File: config.mk
export PLATFORM = sky130hd
export DESIGN_NAME = class_select
export DESIGN_NICKNAME = d
export VERILOG_FILES = /design/src/rtl/class_select_pkg.sv /design/src/rtl/top2_update.sv /design/src/rtl/class_select.sv
export SDC_FILE = /design/constraint.sdc
export NUM_CORES = 1
export LEC_CHECK = 0
export CAP_MARGIN = 20
export CORE_AREA = 2 2 207 209
export CTS_CLUSTER_SIZE = 28
export DETAILED_ROUTE_END_ITERATION = 16
export DIE_AREA = 0 0 209 211
export GPL_TIMING_DRIVEN = 0
export PLACE_DENSITY_LB_ADDON = 0.25
export SLEW_MARGIN = 30
export SYNTH_ARGS = -nofsm -noshare
export SYNTH_HDL_FRONTEND = slang
export SYNTH_HIERARCHICAL = 1
export SYNTH_SLANG_ARGS = --single-unit
File: constraint.sdc
create_clock -name clk -period 13.2 [get_ports clk]
set_input_delay 3.3 -clock clk [delete_from_list [all_inputs] [get_ports clk]]
set_output_delay 3.3 -clock clk [all_outputs]
set_load 0.01 [all_outputs]
File: src/rtl/class_select_pkg.sv
// class_select shared defaults and sequencer state type.
// Holds parameter defaults for the argmax block and its sub-module.
package class_select_pkg;

  localparam int CS_DATA_WIDTH = 32;
  localparam int CS_N_CLASS    = 10;
  localparam int CS_IDX_W      = 4;

  typedef enum logic [1:0] {
    IDLE,
    SCAN,
    DONE
  } state_t;

endpackage

File: src/rtl/top2_update.sv
// top2_update: one combinational step of a running top-2 search.
// In: max, second, idx, word, k. Out: max_n, second_n, idx_n.
module top2_update #(
  parameter int DATA_WIDTH = 32,
  parameter int IDX_W      = 4
) (
  input  logic [DATA_WIDTH-1:0] max,
  input  logic [DATA_WIDTH-1:0] second,
  input  logic [IDX_W-1:0]      idx,
  input  logic [DATA_WIDTH-1:0] word,
  input  logic [IDX_W-1:0]      k,
  output logic [DATA_WIDTH-1:0] max_n,
  output logic [DATA_WIDTH-1:0] second_n,
  output logic [IDX_W-1:0]      idx_n
);

  logic gt_max;
  logic gt_sec;

  // Strict compare keeps the earlier (lower) index on a tie;
  // an equal word still lifts the runner-up.
  assign gt_max = word > max;
  assign gt_sec = !gt_max && (word > second);

  always_comb begin
    max_n    = max;
    second_n = second;
    idx_n    = idx;
    unique case (1'b1)
      gt_max: begin
        second_n = max;
        max_n    = word;
        idx_n    = k;
      end
      gt_sec: second_n = word;
      default: ;
    endcase
  end

endmodule

File: src/rtl/class_select.sv
// class_select: captures ten class scores, scans one per cycle, reports
// winner index, value, margin to runner-up and all-zero flag (valid/ready).
module class_select
  import class_select_pkg::*;
#(
  parameter int DATA_WIDTH = CS_DATA_WIDTH,
  parameter int N_CLASS    = CS_N_CLASS,
  parameter int IDX_W      = CS_IDX_W
) (
  input  logic                  clk,
  input  logic                  rst,
  input  logic [DATA_WIDTH-1:0] P0,
  input  logic [DATA_WIDTH-1:0] P1,
  input  logic [DATA_WIDTH-1:0] P2,
  input  logic [DATA_WIDTH-1:0] P3,
  input  logic [DATA_WIDTH-1:0] P4,
  input  logic [DATA_WIDTH-1:0] P5,
  input  logic [DATA_WIDTH-1:0] P6,
  input  logic [DATA_WIDTH-1:0] P7,
  input  logic [DATA_WIDTH-1:0] P8,
  input  logic [DATA_WIDTH-1:0] P9,
  input  logic                  in_valid,
  output logic                  in_ready,
  output logic [IDX_W-1:0]      out_class,
  output logic [DATA_WIDTH-1:0] out_max,
  output logic [DATA_WIDTH-1:0] out_margin,
  output logic                  out_all_zero,
  output logic                  out_valid,
  input  logic                  out_ready
);

  logic [DATA_WIDTH-1:0] pin  [10];
  logic [DATA_WIDTH-1:0] bank [N_CLASS];

  state_t                state;
  logic [IDX_W-1:0]      k_q;
  logic [IDX_W-1:0]      idx_q;
  logic [DATA_WIDTH-1:0] max_q;
  logic [DATA_WIDTH-1:0] sec_q;

  logic [IDX_W-1:0]      idx_n;
  logic [DATA_WIDTH-1:0] max_n;
  logic [DATA_WIDTH-1:0] sec_n;
  logic                  accept;
  logic                  last;

  assign pin = '{P0, P1, P2, P3, P4, P5, P6, P7, P8, P9};

  assign accept = in_valid && in_ready;
  assign last   = k_q == IDX_W'(N_CLASS - 1);

  // Snapshot of the inputs; the scan reads only this copy.
  for (genvar g = 0; g < N_CLASS; g++) begin : g_bank
    always_ff @(posedge clk) begin
      if (accept) bank[g] <= pin[g];
    end
  end

  top2_update #(
    .DATA_WIDTH(DATA_WIDTH),
    .IDX_W     (IDX_W)
  ) u_upd (
    .max     (max_q),
    .second  (sec_q),
    .idx     (idx_q),
    .word    (bank[k_q]),
    .k       (k_q),
    .max_n   (max_n),
    .second_n(sec_n),
    .idx_n   (idx_n)
  );

  always_ff @(posedge clk or posedge rst) begin
    if (rst) begin
      state        <= IDLE;
      in_ready     <= 1'b1;
      out_valid    <= 1'b0;
      out_class    <= '0;
      out_max      <= '0;
      out_margin   <= '0;
      out_all_zero <= 1'b0;
      k_q          <= '0;
      idx_q        <= '0;
      max_q        <= '0;
      sec_q        <= '0;
    end else begin
      unique case (state)
        IDLE: begin
          if (accept) begin
            state    <= SCAN;
            in_ready <= 1'b0;
            max_q    <= pin[0];
            sec_q    <= '0;
            idx_q    <= '0;
            k_q      <= IDX_W'(1);
          end
        end
        SCAN: begin
          max_q <= max_n;
          sec_q <= sec_n;
          idx_q <= idx_n;
          k_q   <= k_q + 1'b1;
          if (last) begin
            // Publish straight from the final update so the
            // result lands on the same edge as the last compare.
            state        <= DONE;
            k_q          <= '0;
            out_valid    <= 1'b1;
            out_class    <= idx_n;
            out_max      <= max_n;
            out_margin   <= max_n - sec_n;
            out_all_zero <= max_n == '0;
          end
        end
        DONE: begin
          if (out_ready) begin
            state     <= IDLE;
            out_valid <= 1'b0;
            in_ready  <= 1'b1;
          end
        end
        default: state <= IDLE;
      endcase
    end
  end

endmodule

Word level (Yosys, flattened, before mapping)
Memories as Yosys holds them, arrays and structs flattened.
Cells that the tools add are included.
{"block": "totals", "reg_bits": 145, "ram_bits": 320, "inputBits": 324, "output_inout_bits": 71, "elab_cells": 59, "memories": 1}
{"block": "classes", "add_sub_neg": 2, "order_cmp": 2, "n_eq_ne": 6, "mux": 24, "n_reduce_logical": 13}
{"name": "bank", "words": 10, "width": 32, "rd": 1, "rd_ports_with_merged_regs": 0, "wr": 10, "line_no": "class_select.sv:33", "source": "logic [DATA_WIDTH-1:0] bank [N_CLASS];"}
{"op": "$pmux W32 S2", "count": 3}
{"op": "$mux W32", "count": 3}
{"op": "$gt A32 B32 Y1", "count": 2}
{"op": "$logic_not A32 Y1", "count": 1}
{"op": "$sub A32 B32 Y32", "count": 1}
{"op": "$mux W4", "count": 4}
{"op": "$pmux W4 S2", "count": 2}
{"op": "$reduce_and A3 Y1", "count": 3}
{"op": "$mux W1", "count": 6}
{"op": "$mux W2", "count": 3}
{"op": "$ne A2 B2 Y1 const B", "count": 3}
{"op": "$pmux W2 S3", "count": 1}
{"op": "$reduce_bool A2 Y1", "count": 3}
{"op": "$add A4 B1 Y4 const B", "count": 1}
{"op": "$eq A4 B4 Y1 const B", "count": 1}
{"op": "$pmux W1 S2", "count": 2}
{"op": "$reduce_and A2 Y1", "count": 2}
{"op": "$eq A2 B1 Y1 const B", "count": 1}
{"op": "$eq A2 B2 Y1 const B", "count": 1}
{"op": "$logic_and A1 B1 Y1", "count": 2}
{"op": "$logic_not A2 Y1", "count": 1}
{"op": "$logic_not A1 Y1", "count": 1}

Depth between registers and ports, before layout
An unclocked memory read counts as a cell.
{"block": "logic_depth", "word_depth": 6, "ltp_mapped": 25, "depth_no_buf": 22}

Hierarchy
The synthesis kept the hierarchy.
{"mod": "class_select", "n_inst": 1, "cells_per_inst": 1407, "area_each_um2": 19765.2, "seq_area_each_um2": 13238.9}
{"mod": "top2_update", "n_inst": 1, "cells_per_inst": 538, "area_each_um2": 3475.8, "seq_area_each_um2": 0.0}

Worst setup path after synthesis
OpenSTA, ideal clock, no wires.
{"block": "synth_timing", "path_kind": "input -> register", "start": "input port in_valid", "end": "memory bank[0][0] (enable)", "setup_ns": 0.721, "t_arrival_ns": 10.464, "required_ns": 12.479, "path_slack_ns": 2.015, "path_stages": 1, "n_path_buf": 0, "cell_sequence": "and2_1"}
{"element": "start: declaration", "line_no": "class_select.sv:22", "source": "input logic in_valid,"}
{"element": "end: declaration", "line_no": "class_select.sv:33"}

Final worst setup path
{"block": "layout_timing", "start": "register k_q[1]", "end": "register out_margin[29]"}
{"block": "layout_via", "word_cells_on_any_way": 10, "cone_classes": "1 x add/sub; 2 x order compare; 1 x eq/ne; 2 x mux; 3 x reduce/logical; 1 x memory"}
{"element": "start: declaration", "line_no": "class_select.sv:36", "source": "logic [IDX_W-1:0] k_q;"}
{"element": "start signal: assignment", "line_no": "class_select.sv:102", "source": "k_q <= k_q + 1'b1;"}
{"element": "$mem_v2 Z10 W32 (*)"}
{"element": "$gt A32 B32 Y1", "line_no": "top2_update.sv:22", "source": "assign gt_max = word > max;"}
{"element": "$mux W32 (*)", "line_no": "top2_update.sv:29", "source": "unique case (1'b1)"}
{"element": "net max_n[2]", "line_no": "class_select.sv:42", "source": "logic [DATA_WIDTH-1:0] max_n;"}
{"element": "$sub A32 B32 Y32 (*)", "line_no": "class_select.sv:111", "source": "out_margin <= max_n - sec_n;"}
{"element": "end signal: assignment", "line_no": "class_select.sv:111"}
{"element": "end: declaration", "line_no": "class_select.sv:26", "source": "output logic [DATA_WIDTH-1:0] out_margin,"}
The timed path passes the listed nets; every way through them passes the cells marked *.
A chain may end at the register's enable or synchronous reset.

==> results.ini <==
[min_path]
min_from=out_max[2]$_DFFE_PP0P_
min_to=out_max[2]$_DFFE_PP0P_
hold_class=flop to flop
holdPathStages=2

[detailed_routing]
antenna_left=0
routed.top_layer=met5
wl_met3_um=6540
drc=0
met1_length_um=29500
dr_total_vias=18400
via_per_inst=6.17
wl_met2_um=37900
post_drt_wl_per_cell_um=25.6
drt_wl_total_um=76400
drtIter0Drc=2324
firstDrtPassIters=6

[finish]
fillers=2886
final_nets=2819
drive_gt1_share_pct=8.25
seq_area_um2=13200
area_growth_pct=27.8
mostFrequentLayoutCell=clkdlybuf4s50_1
mostFrequentLayoutCells=clkdlybuf4s50_1, edfxtp_1, nand2_1
multi_input_area_um2=8940

[synth]
yosysTopAreaCell=edfxtp_1
synth-seq-cells=465
synth.yosys.seq_area_share_pct=57.0
postSynthCellCount=1945
synth_cell_type_count=68
synth_edf_count=320
synthTopCellsByArea=edfxtp_1, dfrtp_1, mux4_2
synth_top_area_share_pct=41.3
syn-cell-area_um2=23200
syn_nets=2367
yosysWarnings=6
async_reset_ff_share_pct=31.2
synth_flop_cell=edfxtp_1
avgSynthCellArea_um2=11.9

[global_route]
grt_pass1_wl_um=114000
antenna_found_initial=8
grt.total_usage_pct=34.7
grt_pass1_vias=18300
overflow=0
grt_max_degree=80

[clock_network]
cts_hold_buf=0
htreeDepth=2
clk_pin_slew_ps=60
cts_resized=0
cts_tree=built
cts_buffer_depth=3
numCtsBuffers=49
cts_root_buf=clkbuf_16
cts_sinks=465
clk_latency_ps=600
postCtsSetupRepairBufs=0

[floorplanning]
coreArea_um2=41800
rows=75
die_h_um=211
io_pins=395
start_util_pct=55.7
die_area_um2=44100
dieWidth_um=209

[timing]
finalHoldViolations=0
worst_pin_slew_ps=1070
setup_viol=0
skew_ps=14.4
max_freq_ghz=0.119
fin_tns_setup_ps=0
fin_crit_ps=8380
maxSlewViolCount=0
maxSlewHeadroom_pct=28.0
rsz0062_at_grt=no
worst_slack_ps=4820
period_share_pct=63.5

[critical_path]
r2r_setup_slack_ps=4820
path_class=flop to flop
end_kind=flop
rr_endpoint=out_margin[29]$_DFFE_PP0P_
crit_fanout=10
critPathRequiredTime_ps=13730
start_kind=flop
cp_data_arrival_time_ps=8920
r2r_cells=21
worstReg2RegStart=k_q[1]$_DFFE_PP0P_

[power]
peakVddDrop_v=0.000146
leakage_nw=12.2
power.density_nw_per_um2=104

[outcome]
status=finished, final reports clean

[place]
preCtsSetupSlack_ps=5050
dp.final_hpwl_um=57900
portBuffers=394
gp_congestion=0.930

[flow_run]
cap_violations=0

[power breakdown]
group | internal, mW | switching [mW]
Sequential | 1.56 | 0
Clock | 0.817 | 0.595
Combinational | 0.0843 | 0.0308
[registers in the layout (all words and copies together) (netlist names)]
register / cells
idx_q: 4
bank: 320
state: 2
out_all_zero: 1
out_class: 4
k_q: 4
out_valid: 1
sec_q: 32
max_q: 32
in_ready: 1
out_margin: 32
out_max: 32
[cell families after synthesis]
group	after synthesis	share of synthesized area [%]
AO/OA/AOI/OAI	521	14.4
flip-flops	465	57.0
AND/OR/NAND/NOR	438	8.60
buffers and inverters	266	4.59
multiplexers	134	9.25
adder cells (fa/ha/maj)	98	5.31
XOR/XNOR	23	0.867
[worst max-delay path: stages (launching register included)]
cell       delay (ps)
dfrtp_1           550
buf_1             690
clkbuf_1          630
mux4_2            440
a211oi_1          440
a21oi_1           200
ha_1              350
nand4_1           170
nor4_1            620
nand2_1           270
a22oi_2           580
and2_1            250
clkbuf_1          420
o21ai_0           410
ha_1              500
o21ai_1           110
a21oi_2           230
o2111ai_1         220
a31oi_1           500
a21oi_1           260
nor4_1            300
a311o_1           150
[cells in the mapped netlist (all sizes together) (4+ instances only)]
library cell and count:
edfxtp 320, nand2 248, dfrtp 144, inv 134
a21oi 125, o21ai 125, ha 97, clkbuf 88
a211oi 70, mux2i 64, mux4 64, buf 44
nand3 44, a31oi 39, nor2b 36, o211ai 36
a41oi 33, nor2 31, o22ai 30, nand4 27
a21o 23, xor2 13, nor4 12, xnor2 10
nor3 9, and2 7, nand2b 7, mux2 6
o21a 6, o31ai 6, a221o 4, a221oi 4
and4 4, or3 4
[worst max path at each step]
stage	slack, ps	from	depth (start not counted)	end
finish	4820	k_q[1]$_DFFE_PP0P_	21	out_margin[29]$_DFFE_PP0P_
global route	4530	k_q[1]$_DFFE_PP0P_	21	out_margin[29]$_DFFE_PP0P_
CTS	5040	k_q[1]$_DFFE_PP0P_	21	out_margin[29]$_DFFE_PP0P_
global placement	-710	in_valid	2	bank[3][5]$_DFFE_PP_
detailed placement	5050	k_q[1]$_DFFE_PP0P_	21	out_margin[29]$_DFFE_PP0P_
floorplan	2010	in_valid	1	bank[0][0]$_DFFE_PP_
[per-stage QoR]
stage          hold WS (ps)  std cells  instance area [um2]  utilization [%]  total power [mW]
2_1_floorplan           500       1945                23200                -              1.60
3_3_place_gp            459       2878                27900             66.7              1.70
3_5_place_dp            464       2885                28000             67.2              1.70
4_1_cts                 478       2975                29700             71.1              3.10
5_1_grt                 502       2981                29700             71.1              3.16
6_report                478       2982                29700             71.1              3.09
[per-layer routing]
metal  vias up  GRT usage (%)
met5         -              0
met4         4           12.0
met3       145           7.31
met2       985           59.1
met1      9038           44.3
li1       8241              -
[area by class of cell]
type                            instances  share of cell area, %
Clock inverter                         27                   1.01
Clock buffer                           63                   4.51
Antenna cell                            7                 0.0590
Inverter                              134                   1.72
Tap cell                              539                   2.27
Sequential cell                       465                   44.6
Buffer                                132                   1.90
Timing Repair Buffer                  401                   13.9
Multi-Input combinational cell       1214                   30.1
(Power assumes the default switching activity.)
==> edit 1: new RTL, config.mk and constraints unchanged <==
The 3 states of `state_t` get a one-hot encoding in 3 bits.
--- a/src/rtl/class_select_pkg.sv
+++ b/src/rtl/class_select_pkg.sv
@@ -7,8 +7,8 @@
   localparam int CS_IDX_W      = 4;
 
-  typedef enum logic [1:0] {
-    IDLE,
-    SCAN,
-    DONE
+  typedef enum logic [2:0] {
+    IDLE = 3'b001,
+    SCAN = 3'b010,
+    DONE = 3'b100
   } state_t;
 
Formal check against the unedited RTL: same outputs for any inputs over 10 cycles, from zero or initial values and one cycle with rst high; not proved beyond that.
==> edit 1 against the original RTL <==
Routed wire length decreased by 2.5%; die area is the same; final area is 0.52% lower; power shrank 1.9%; first-iteration DRC count shrank 15%; worst setup slack worse by 0.23 ns; combinational power is essentially flat; synthesized cell count fell by 2.9%; sequential cell count is 1 higher; synthesized area fell by 0.41%; fmax shrank 2.6%; critical path type unchanged; critical endpoint is now out_margin[31]$_DFFE_PP0P_; largest power group unchanged.
==> edit 1: results (changes against the original RTL) <==
Status: completed (unchanged)
NonClk Buf Share: 15.7% (about the same)
Asr flop ratio synth: 31.3% (was 31.2%)
Final HPWL DP: 56200 um (was 57900 um)
Post-synthesis adder-cell area fraction: 5.33% (was 5.31%)
Post-synth net total: 2310 (was 2367)
Clock power share: 44.6% (was 45.7%)
Distinct cells, synth: 59 (was 68)
Placed Area: 0.0280 mm^2 (about the same)
Buffers excl. clock: 525 (was 533)
Skew final: 0.0213 ns (was 0.0144 ns)
Post-Syn Area per Cell: 12.3 um^2 (was 11.9 um^2)
Pin count of the biggest net entering global routing: 93 (was 80)
Drt first-iter violations: 1965 (was 2324)
WL met3: 6360 um (was 6540 um)
Static Leak: 12.0 nW (was 12.2 nW)
GRT met2 Usage: 56.6% (was 59.1%)
Vias in the first global route: 18200 (was 18300)
Transition time of the tightest slew-check pin: 1.04 ns (was 1.07 ns)
Design area: 0.0295 mm^2 (was 0.0297 mm^2)
Clk cell area share: 5.26% (was 5.52%)
Overall Global Routing Usage: 33.8% (was 34.7%)
Num CTS Buffers: 48 (was 49)
Post-synth top cells: 320 x edfxtp_1, 189 x nand2_1, 144 x dfrtp_1, 136 x o21ai_0, 134 x a21oi_1 (was 320 x edfxtp_1, 248 x nand2_1, 144 x dfrtp_1, 133 x inv_1, 123 x a21oi_1)
Met3 Track Usage GR: 7.26% (was 7.31%)
First-pass GRT wire length: 111000 um (was 114000 um)
Mux cell area share after synthesis: 10.9% (was 9.25%)
Signal inverters: 132 (was 134)
Clock Buffer Count: 66 (was 63)
TritonCTS Sinks: 466 (was 465)
Sequential share of cell area: 44.9% (was 44.6%)
Initial antenna violation count: 13 (was 8)
Via density: 6.13 (was 6.17)
Detailed-routed wire length on met2: 36500 um (was 37900 um)
Pwr Density: 103 mW/mm^2 (was 104 mW/mm^2)
Wire per inst: 25.5 um (was 25.6 um)
Worst ir drop on vdd: 0.138 mV (was 0.146 mV)
Multi-input gate area: 0.00889 mm^2 (was 0.00894 mm^2)
Number of multi-input logic gates: 1167 (was 1214)
Hold WS: 0.482 ns (was 0.478 ns)
Share of layout cells above drive strength 1: 9.12% (was 8.25%)
Filler instances: 2987 (was 2886)
## edit 1: changes by cell type after synthesis, moves of 6 or more
cell / delta
a21o_1: -14
a21oi_1: +11
buf_2: -11
mux2_2: +34
nand2_1: -59
nor2_1: -7
o21ai_0: +61
o21ai_1: -17
o22ai_1: -29
xnor2_1: +6
## edit 1: final timing paths
| kind | from | end | cells past startpoint |
|---|---|---|---|
| max in group asynchronous | rst | max_q[5]$_DFFE_PP0P_ | 3 |
| min in group asynchronous | rst | out_margin[30]$_DFFE_PP0P_ | 2 |
| max | k_q[1]$_DFFE_PP0P_ | out_margin[31]$_DFFE_PP0P_ | 22 |
| min reg2reg | out_margin[11]$_DFFE_PP0P_ | out_margin[11]$_DFFE_PP0P_ | 2 |
| min | out_margin[11]$_DFFE_PP0P_ | out_margin[11]$_DFFE_PP0P_ | 2 |
| max reg2reg | k_q[1]$_DFFE_PP0P_ | out_margin[31]$_DFFE_PP0P_ | 22 |
==> edit 2: new RTL, same flow settings <==
Made on the original files. Set the package constant `CS_DATA_WIDTH` to 36 (it was 32).
--- a/src/rtl/class_select_pkg.sv
+++ b/src/rtl/class_select_pkg.sv
@@ -3,5 +3,5 @@
 package class_select_pkg;
 
-  localparam int CS_DATA_WIDTH = 32;
+  localparam int CS_DATA_WIDTH = 36;
   localparam int CS_N_CLASS    = 10;
   localparam int CS_IDX_W      = 4;
Ports: changed (12 resized); port bits go from 395 to 443. The function was not compared with the original's and may differ.
==> edit 2 against the original RTL <==
Critical path depth grew 2; sequential cell count grew 56; synthesized area grew 8.7%; worst setup slack gained 0.19 ns; final area grew 8.5%; global-route usage grew 3.9 points; fmax grew 2.3%; first-iteration DRC count grew 24%; sequential share of layout area grew 1.5 points; non-clock buffer count grew 34; routed wire length grew 11%; critical path type unchanged; highest routed layer unchanged.
Power is left out: the tool's default activity adds up to more than one toggle a clock period on the data nets, which glitch-free logic cannot reach.
==> edit 2: results (changes against the original RTL) <==
Status: completed (unchanged)
Post-CTS sizing: 0 (unchanged)
Setup repair bufs after CTS: 0 (unchanged)
Worst reg-to-reg path cell count: 23 (was 21)
R2r setup slk: 5.00 ns (was 4.82 ns)
Pin count of the biggest net entering global routing: 87 (was 80)
Vias in the first global route: 20200 (was 18300)
CTS clk-pin slew, worst paths: 0.06 ns (about the same)
Mux cell area share after synthesis: 9.28% (was 9.25%)
Placed Area: 0.0306 mm^2 (was 0.0280 mm^2)
Skew final: 0.0345 ns (was 0.0144 ns)
Placer congestion estimate: 0.950 (was 0.930)
Asr flop ratio synth: 30.9% (was 31.2%)
CTS root buf: clkbuf_16 (unchanged)
Htree depth: 2 (unchanged)
Initial antenna violation count: 11 (was 8)
PortBufs: 442 (was 394)
Top FF cell, synth: edfxtp_1 (unchanged)
Post-synth EDFFs: 360 (was 320)
Hold Path End: out_max[10]$_DFFE_PP0P_ (was out_max[2]$_DFFE_PP0P_)
Transition time of the tightest slew-check pin: 0.896 ns (was 1.07 ns)
Distinct cells, synth: 73 (was 68)
Yosys warns: 6 (unchanged)
Final HPWL DP: 61700 um (was 57900 um)
Register area share after synthesis: 58.8% (was 57.0%)
Worst Path Arrival: 8.67 ns (was 8.92 ns)
CP max FO: 10 (unchanged)
Drt first-iter violations: 2892 (was 2324)
Wire per inst: 27.1 um (was 25.6 um)
Worst Path Class, Setup: reg -> reg (unchanged)
Post-synthesis adder-cell area fraction: 5.48% (was 5.31%)
Remaining antenna violation count: 0 (unchanged)
HP Class: reg -> reg (unchanged)
Via density: 6.33 (was 6.17)
DR pass1 iterations: 8 (was 6)
Slowest library cell on the worst path: o21ai_1 (was buf_1)
Xor/xnor share of the synthesized area: 1.21% (was 0.867%)
Filler instances: 2527 (was 2886)
Worst hold start: out_max[10]$_DFFE_PP0P_ (was out_max[2]$_DFFE_PP0P_)
Overall Global Routing Usage: 38.6% (was 34.7%)
Critical Path Sink: out_margin[34]$_DFFE_PP0P_ (was out_margin[29]$_DFFE_PP0P_)
Hold depth: 2 (unchanged)
Clock Path Buffers: 3 (unchanged)
Largest cells by area after synthesis: edfxtp_1 43%, dfrtp_1 16%, mux4_2 6.4% (was edfxtp_1 41%, dfrtp_1 16%, mux4_2 6.2%)
Clock latency on the worst-skew pair: 0.62 ns (was 0.60 ns)
Crit path max-delay family: compound AO/OA/AOI/OAI gates (unchanged)
First-pass GRT wire length: 125000 um (was 114000 um)
Final Net Count: 3029 (was 2819)
Share of layout cells above drive strength 1: 8.83% (was 8.25%)
Max reg flops: 360 (was 320)
Compound-Gate Fraction of Synth Area: 12.3% (was 14.4%)
Slowest stage delay, CP: 0.73 ns (was 0.69 ns)
Reg with most FFs: bank (unchanged)
Worst r2r src: k_q[1]$_DFFE_PP0P_ (unchanged)
Num CTS Buffers: 52 (was 49)
Post-synth net total: 2525 (was 2367)
Post-synth top cells: 360 x edfxtp_1, 328 x nand2_1, 160 x dfrtp_1, 133 x o21ai_0, 121 x inv_1 (was 320 x edfxtp_1, 248 x nand2_1, 144 x dfrtp_1, 133 x inv_1, 123 x a21oi_1)
[edit 2: layout make-up]
cell class,count,area share [%]
tap,539,2.09
timing repair buffer,450,14.3
buffer,117,1.76
inverter,121,1.43
sequential,521,46.1
clock buffer,63,4.29
clock inverter,28,0.792
antenna,10,0.0777
multi-input combinational,1292,29.2
[edit 2: stage by stage]
step	std cells	hold WS, ns	setup slack, ns	utilization (%)	setup TNS (ns)
after floorplan	2051	0.493	0.101	-	0
after global placement	3032	0.457	-3.73	72.7	-949.34
after detailed placement	3040	0.464	5.25	73.2	0
after CTS	3131	0.477	5.19	77.1	0
after global routing	3139	0.504	4.58	77.2	0
final	3141	0.473	5.00	77.2	0
[edit 2: metal layers]
metal,track usage (%),up-vias,wire length (um)
li1,-,8631,-
met1,47.6,9678,30900
met2,66.6,1326,42300
met3,8.92,239,8360
met4,14.6,2,3470
met5,0,-,13
